===== config.mk =====
export PLATFORM = sky130hd
export DESIGN_NAME = number_stream_tx
export DESIGN_NICKNAME = d
export VERILOG_FILES = /design/src/rtl/number_stream_tx_pkg.sv /design/src/rtl/numb_word_gen.sv /design/src/rtl/number_stream_tx.sv
export SDC_FILE = /design/constraint.sdc
export NUM_CORES = 1
export LEC_CHECK = 0
export ABC_AREA = 1
export CORE_MARGIN = 2
export CORE_UTILIZATION = 35
export DETAILED_ROUTE_END_ITERATION = 10
export PLACE_DENSITY = 0.64
export SYNTH_ARGS = -nofsm -noshare
export SYNTH_HDL_FRONTEND = slang
export SYNTH_SLANG_ARGS = --single-unit
export TNS_END_PERCENT = 20

===== constraint.sdc =====
create_clock -name CLK -period 1.6 [get_ports CLK]
set_clock_uncertainty 0.05 [all_clocks]
set_input_delay 0.16 -clock CLK [delete_from_list [all_inputs] [get_ports CLK]]
set_output_delay 0.16 -clock CLK [all_outputs]
set_load 0.02 [all_outputs]

===== src/rtl/number_stream_tx_pkg.sv =====
// Shared definitions for the number_stream_tx producer: data width, LFSR taps,
// default run sizes and the FSM state encoding.
package number_stream_tx_pkg;

    localparam int DATA_W          = 8;
    localparam int DEF_NUM_WORDS   = 20;
    localparam int DEF_TIMEOUT     = 64;

    // Fibonacci taps for x^8+x^6+x^5+x^4+1 on a left-shifting register
    localparam logic [DATA_W-1:0] LFSR_TAPS = 8'hB8;

    typedef logic [2:0] state_t;

    localparam state_t IDLE  = 3'd0;
    localparam state_t CLEAR = 3'd1;
    localparam state_t SEND  = 3'd2;
    localparam state_t FLUSH = 3'd3;
    localparam state_t CHECK = 3'd4;

    function automatic logic [DATA_W-1:0] lfsr_next(input logic [DATA_W-1:0] cur);
        return {cur[DATA_W-2:0], ^(cur & LFSR_TAPS)};
    endfunction

endpackage


===== src/rtl/numb_word_gen.sv =====
// Data word source for number_stream_tx: incrementing pattern by default,
// 8-bit Fibonacci LFSR when NUMB_TX_LFSR_EN is defined.
module numb_word_gen
    import number_stream_tx_pkg::*;
(
    input  logic              CLK,
    input  logic              RESETZ,
    input  logic              load,
    input  logic [DATA_W-1:0] seed,
    input  logic              adv,
    output logic [DATA_W-1:0] word
);

`ifdef NUMB_TX_LFSR_EN
    // An all-zero LFSR never leaves zero, so a zero seed starts at 8'h01
    always_ff @(posedge CLK or posedge RESETZ) begin
        if (RESETZ) begin
            word <= '0;
        end else if (load) begin
            word <= (seed == '0) ? 8'h01 : seed;
        end else if (adv) begin
            word <= lfsr_next(word);
        end
    end
`else
    always_ff @(posedge CLK or posedge RESETZ) begin
        if (RESETZ) begin
            word <= '0;
        end else if (load) begin
            word <= seed;
        end else if (adv) begin
            word <= word + 8'd1;
        end
    end
`endif

endmodule


===== src/rtl/number_stream_tx.sv =====
// Producer end of the valid/numb max-finder stream: clears the receiver, sends
// NUM_WORDS words, flushes with zeros until Q and checks the reported max.
// Optional LFSR word pattern selected with NUMB_TX_LFSR_EN (see numb_word_gen).
module number_stream_tx
    import number_stream_tx_pkg::*;
#(
    parameter int NUM_WORDS = DEF_NUM_WORDS,
    parameter int TIMEOUT   = DEF_TIMEOUT
) (
    input  logic              CLK,
    input  logic              RESETZ,
    input  logic              start,
    input  logic [DATA_W-1:0] seed,
    input  logic              stall,
    input  logic              q_in,
    input  logic [DATA_W-1:0] maxnumb_in,
    output logic              rx_rst,
    output logic              valid,
    output logic [DATA_W-1:0] numb,
    output logic              busy,
    output logic              done,
    output logic              pass,
    output logic              timeout,
    output logic [DATA_W-1:0] exp_max
);

    localparam logic [7:0]  LAST_IDX = 8'(NUM_WORDS - 1);
    localparam logic [15:0] LAST_CNT = 16'(TIMEOUT - 1);

    state_t            state;
    logic [7:0]        idx;
    logic [15:0]       fcnt;
    logic [DATA_W-1:0] word;
    logic              accept;
    logic              emit;

    assign accept = (state == IDLE) && start;
    assign emit   = (state == SEND) && !stall;

    numb_word_gen u_gen (
        .CLK    (CLK),
        .RESETZ (RESETZ),
        .load   (accept),
        .seed   (seed),
        .adv    (emit),
        .word   (word)
    );

    // Stream-side outputs follow state and stall in the same cycle
    assign rx_rst = (state == CLEAR);
    assign valid  = ((state == SEND) || (state == FLUSH)) && !stall;
    assign numb   = (state == SEND) ? word : '0;
    assign busy   = (state != IDLE);
    assign done   = (state == CHECK);

    always_ff @(posedge CLK or posedge RESETZ) begin
        if (RESETZ) begin
            state   <= IDLE;
            idx     <= '0;
            fcnt    <= '0;
            exp_max <= '0;
            pass    <= 1'b0;
            timeout <= 1'b0;
        end else begin
            case (state)
                IDLE: begin
                    if (start) begin
                        state   <= CLEAR;
                        idx     <= '0;
                        exp_max <= '0;
                        pass    <= 1'b0;
                        timeout <= 1'b0;
                    end
                end
                CLEAR: begin
                    state <= SEND;
                end
                SEND: begin
                    if (!stall) begin
                        if (word > exp_max) begin
                            exp_max <= word;
                        end
                        idx <= idx + 8'd1;
                        if (idx == LAST_IDX) begin
                            state <= FLUSH;
                            fcnt  <= '0;
                        end
                    end
                end
                // A receiver answer wins over an expiring wait in the same cycle
                FLUSH: begin
                    if (q_in) begin
                        state <= CHECK;
                    end else if (fcnt == LAST_CNT) begin
                        state   <= CHECK;
                        timeout <= 1'b1;
                    end else begin
                        fcnt <= fcnt + 16'd1;
                    end
                end
                CHECK: begin
                    pass  <= !timeout && (maxnumb_in == exp_max);
                    state <= IDLE;
                end
                default: begin
                    state <= IDLE;
                end
            endcase
        end
    end

endmodule


Yosys cells after proc, flatten, opt, wreduce, memory -nomap -nowiden

Index checks and enable logic that the tools add are counted.

Register bits: 45
Bits in latches: 0
RAM bits: 0
ROM bits: 0
Input port bits: 21
Memories: 0

$add $sub $neg: 3
$mul: 0
Divide/modulo/power cells: 0
$lt $le $gt $ge: 1
Equality and inequality tests: 15
Shifts and indexed selects: 0
Multiplexer cells: 25
Bitwise logic cells: 0
Reductions and logical operators: 20

Operators with widths:

| kind                  | count |
|---|---|
| $mux 16               | 4 |
| $mux 8                | 7 |
| $pmux 16 s2           | 1 |
| $pmux 8 s2            | 2 |
| $add 16x1->16 const B | 1 |
| $add 8x1->8 const B   | 2 |
| $eq 16x6->1 const B   | 1 |
| $mux 3                | 5 |
| $pmux 3 s4            | 1 |
| $reduce_and 4->1      | 3 |
| $reduce_bool 2->1     | 5 |
| $eq 8x5->1 const B    | 1 |
| $eq 8x8->1            | 1 |
| $gt 8x8->1            | 1 |
| $ne 2x2->1 const B    | 4 |
| $eq 3x2->1 const B    | 2 |
| $ne 2x1->1 const B    | 3 |
| $reduce_and 5->1      | 1 |
| $logic_and 1x1->1     | 4 |
| $pmux 1 s2            | 2 |
| $eq 3x1->1 const B    | 1 |
| $eq 3x3->1 const B    | 1 |
| $logic_not 3->1       | 1 |
| $mux 1                | 3 |
| 6 further kinds       | 7 |

Depth between registers and ports, before layout

Depth after elaboration: 4
Depth in mapped cells: 13
Mapped depth without buffers: 13

Modules after synthesis

From an unflattened synthesis, not the netlist that was laid out.

Cell total of the unflattened synthesis: 392
Area total of the unflattened synthesis: 2939.1 um^2

Modules (own cells, without submodules):

| module           | instances | cells an instance | area each (um^2) | seq. area each (um^2) |
|---|---|---|---|---|
| number_stream_tx | 1         | 328               | 2448.6           | 925.9 |
| numb_word_gen    | 1         | 64                | 490.5            | 200.2 |

Least setup slack after synthesis

Ideal clock, no wire load.

Kind: register -> register
Start: register state[2]
End: register idx[5]
Library setup time: 0.121 ns
Arrival time: 1.486 ns
Required time: 1.429 ns
Slack: -0.057 ns
Stages on the path, launching flop included: 9
Clock period less this slack: 1.657 ns
Path through: dfrtp_1 -> inv_1 -> nand2_1 -> nor2_1 -> nand2_2 -> nand2_2 -> nand2_1 -> xor2_1 -> nor2_1

Word-level cells in the longest chain between the ends: 3
Elaborated cells between the ends (all ways): 7
Classes of those cells: 3 x eq/ne; 1 x mux; 3 x reduce/logical

RTL lines:

| item                                                             | line                   | text |
|---|---|---|
| from (decl)                                                      | number_stream_tx.sv:30 | `state_t state;` |
| from (signal assigned)                                           | number_stream_tx.sv:58 | `state <= IDLE;` |
| from (signal assigned)                                           | number_stream_tx.sv:68 | `state <= CLEAR;` |
| from (signal assigned)                                           | number_stream_tx.sv:76 | `state <= SEND;` |
| $eq 3x2->1 or $logic_not 3->1 (tied branches)                    | number_stream_tx.sv:65 | `case (state)` |
| $ne 2x2->1 (no source line) or $reduce_bool 2->1 (tied branches) | n/a                    |  |
| $reduce_and 3->1 (no source line)                                | n/a                    |  |
| to (signal assigned)                                             | number_stream_tx.sv:83 | `idx <= idx + 8'd1;` |
| to (decl)                                                        | number_stream_tx.sv:31 | `logic [7:0] idx;` |

Several ways; a longest one is shown, not always the timed one.
A chain may end at the register's enable or synchronous reset.

Worst setup path in the final report

Start: register state[2]
End: output port done

Word-level cells in the longest chain between the ends: 1

RTL lines:

| item       | line                   | text |
|---|---|---|
| $eq 3x3->1 | number_stream_tx.sv:54 | `assign done = (state == CHECK);` |
| to (decl)  | number_stream_tx.sv:21 | `output logic done,` |

No other way between the ends.

==> impl_metrics.csv <==
group,metric,value,unit
pwr,p_sw_share,45.04,%
global_routing,grt_use_total,17.02,%
setup_path,r2r-end,"exp_max[3]",
pwr,internal_power,3.379,mW
logic_synthesis,yosysTopAreaCell,"dfrtp_1",
sta,finalSetupViolCount,1,
logic_synthesis,synth_fa_ha_area_share,4.637,%
pwr,p_leak,2.201,nW
sta,setup_ws,-0.02527,ns
drt,routed_wl,7673,µm
logic_synthesis,synth_top_area_share,37.94,%
drt,drc,0,
floorplan,die_w,96.09,µm
floorplan,die_area,9232,µm²
pwr,p_total,6.148,mW
setup_path,worstSetupPathType,"reg -> out",
cts,numCtsBuffers,5,
logic_synthesis,synth_warnings,0,
drt,vias,3006,
cts,path_clk_slew,0.09,ns
logic_synthesis,synthesis.nets,462,
setup_path,critical_path.max_fanout,5,
floorplan,rows,33,
global_routing,grt_pass1_vias,2711,
setup_path,critPathCaptureType,"primary output",
logic_synthesis,ys_seq_area_share,37.94,%
sta,period_share,101.6,%
floorplan,core,8217,µm²
sta,rsz0062_at_grt,"true",
logic_synthesis,synthSimpleGateAreaFrac,39.21,%
flow_run,max_cap_violations,0,
sta,final_hold_viol_count,0,
global_routing,grt_pass1_wl,12300,µm
logic_synthesis,synth_area_leaders,"dfrtp_1 38%, nand2_1 18%, nand3_1 7.1%",
logic_synthesis,async_flop_share,100.0,%
drt,drt_iter0_markers,173,
outcome,outcome,"finished with violations",
logic_synthesis,synthFlopType,"dfrtp_1",
logic_synthesis,synth_common_cells,"142 x nand2_1, 52 x inv_1, 49 x nor2_1",
setup_path,crit_required,1.39,ns
logic_synthesis,synth_cell_type_count,31,
cts,clock_latency,0.30,ns
pwr,p_comb_share,61.1,%
place,dpl_cell_area,3839,µm²
logic_synthesis,synth_most_common_cell,"nand2_1",
setup_path,arrival,1.42,ns
sta,worst_pin_slew,0.3594,ns
drt,post_drt_wl_per_cell,12.24,µm
cts,htree_num_levels,2,
pwr,power.density,1506,nW/µm²
logic_synthesis,synth-compound-area-share,6.155,%
sta,slew_viol_final,0,
hold_path,hp-class,"in -> async",
cts,ctsRootBufferMaster,"clkbuf_8",
logic_synthesis,avgSynthCellArea,6.902,µm²
setup_path,r2r_cells,11,
place,port_buffers,42,
global_routing,grt_max_degree,33,
cells_and_area,diodes,0,
pwr,seq_power_share,26.9,%
setup_path,endpoint,"done",
drt,vias_per_cell,4.794,
pwr,vdd_drop_max,531.7,µV
floorplan,start_util,36.12,%
sta,fmax,0.6153,GHz
place,dp_hpwl,5689,µm
cells_and_area,nFillCells,806,
floorplan,dieHeight,96.09,µm
outcome,violations,"setup timing",
setup_path,startpoint_type,"register",
logic_synthesis,synthXorXnorAreaFrac,2.951,%
cells_and_area,nets,554,
logic_synthesis,synth_top_family_by_area,"simple AND/OR/NAND/NOR gates",
sta,period_minus_slack,1.625,ns
sta,slew_headroom,76.00,%
drt,final_antenna_net_count,0,
pwr,p_sw,2.769,mW
setup_path,r2r_setup_slack,0.01,ns
cts,cts_tree,"done",
logic_synthesis,yosys-mux-area-fraction,0,%
cells_and_area,final_area,4081,µm²
logic_synthesis,netlist_area,2968,µm²
global_routing,antenna_found_initial,0,
cts,clock_path_buffers,2,
pwr,p_clk_share,12.1,%
drt,drt_pass1_iterations,4,
cts,cts.sinks,45,
floorplan,ios,43,
logic_synthesis,synth_seq_cells,45,
setup_path,r2r-start,"u_gen.word[1]",
cells_and_area,drive_above_1_share,24.14,%
cells_and_area,syn_to_final_growth,37.52,%
global_routing,grt_overflow,0,
place,place.gp.congestion,0.8490,
logic_synthesis,synthCells,430,
setup_path,startpoint,"state[2]",
logic_synthesis,synth_edf_count,0,
## layer usage
layer  up-vias  share of wire, %  global-route usage [%]  wire [µm]
met5         -                 0                       0          0
met4         0              0.99                   4.524         76
met3         8               5.4                   2.976        411
met2        57                48                   28.70       3689
met1      1397                46                   22.46       3495
li1       1544                 -                       -          -
## how the worst min path moves through the flow
stage / from / to / depth (start not counted) / slack, ns
4_1_cts: RESETZ / fcnt[14] / 2 / 0.11
6_report: RESETZ / fcnt[6] / 2 / 0.1
3_5_place_dp: RESETZ / pass / 2 / 0.43
5_1_grt: RESETZ / fcnt[6] / 2 / 0.14
2_1_floorplan: seed[2] / u_gen.word[2] / 2 / 0.25
3_3_place_gp: pass / pass / 2 / 0.42
## sequential cells by signal, indices dropped and copies added, names as in the netlist
| register | flops |
|---|---|
| fcnt | 16 |
| exp_max | 8 |
| idx | 8 |
| u_gen.word | 8 |
| state | 3 |
| pass | 1 |
| timeout | 1 |
## cells by family after synthesis
| family | Yosys count |
|---|---|
| xor+xnor | 10 |
| fa+ha+maj | 11 |
| buf+inv | 65 |
| simple gates | 267 |
| compound gates | 32 |
| flops | 45 |
## power by group through the flow
stage | clock, mW | combinational [mW] | sequential [mW]
after floorplan | 0 | 1.83 | 1.79
after global placement | 0 | 3.42 | 1.63
after detailed placement | 0 | 3.48 | 1.65
after CTS | 0.765 | 3.46 | 1.63
after global routing | 0.803 | 4.18 | 1.68
final | 0.742 | 3.75 | 1.65
## critical path: stages, from the launching register on
cell,delay (ns)
dfrtp_1,0.41
inv_2,0.08
nor3_1,0.20
buf_4,0.18
clkdlybuf4s15_2,0.25
## area by class of cell
class                      instances  area (µm²)  share of cell area [%]
timing repair buffer              92       773.2                   18.95
inverter                          57       216.5                   5.304
tap                              105       131.4                   3.219
clock buffer                       7       86.33                   2.115
sequential                        45        1129                   27.65
multi-input combinational        321        1745                   42.77
## cells in the final DEF (no fill, tap or decap), drive strengths merged, types with 5 or more instances in the layout
| cell type | synthesis | layout |
|---|---|---|
| inv | 57 | 57 |
| clkdlybuf4s50 | 0 | 22 |
| dfrtp | 45 | 45 |
| xor2 | 7 | 7 |
| buf | 7 | 61 |
| nor3 | 13 | 13 |
| ha | 11 | 11 |
| clkbuf | 1 | 7 |
| dlymetal6s2s | 0 | 5 |
| nand2 | 149 | 150 |
| nand3 | 42 | 42 |
| o21ai | 17 | 17 |
| nor2 | 52 | 52 |
| nand4 | 7 | 7 |
| a21oi | 8 | 8 |
## timing repair
item / CTS / global route
endpoints found under the setup margin: 39 / 53
hold buffers: 0 / 0
pin swaps: 0 / 9
buffers inserted: 0 / 2
gates resized for setup: 54 / 48
gates cloned: 0 / 1
## metrics by stage
stage               setup WS (ns)  instances  hold WS [ns]  utilization, %   TNS, ns
global route              -0.1079        627        0.1420           49.67    -1.840
detailed placement        -0.1748        617        0.4250           46.72    -1.668
floorplan                -0.01323        430        0.2461               -   -0.1045
global placement          -0.1716        617        0.4226           46.72   -0.8246
finish                   -0.02527        627       0.09950           49.67  -0.02527
CTS                      -0.05577        624        0.1073           47.72   -0.1848
(Power assumes the default switching activity.)
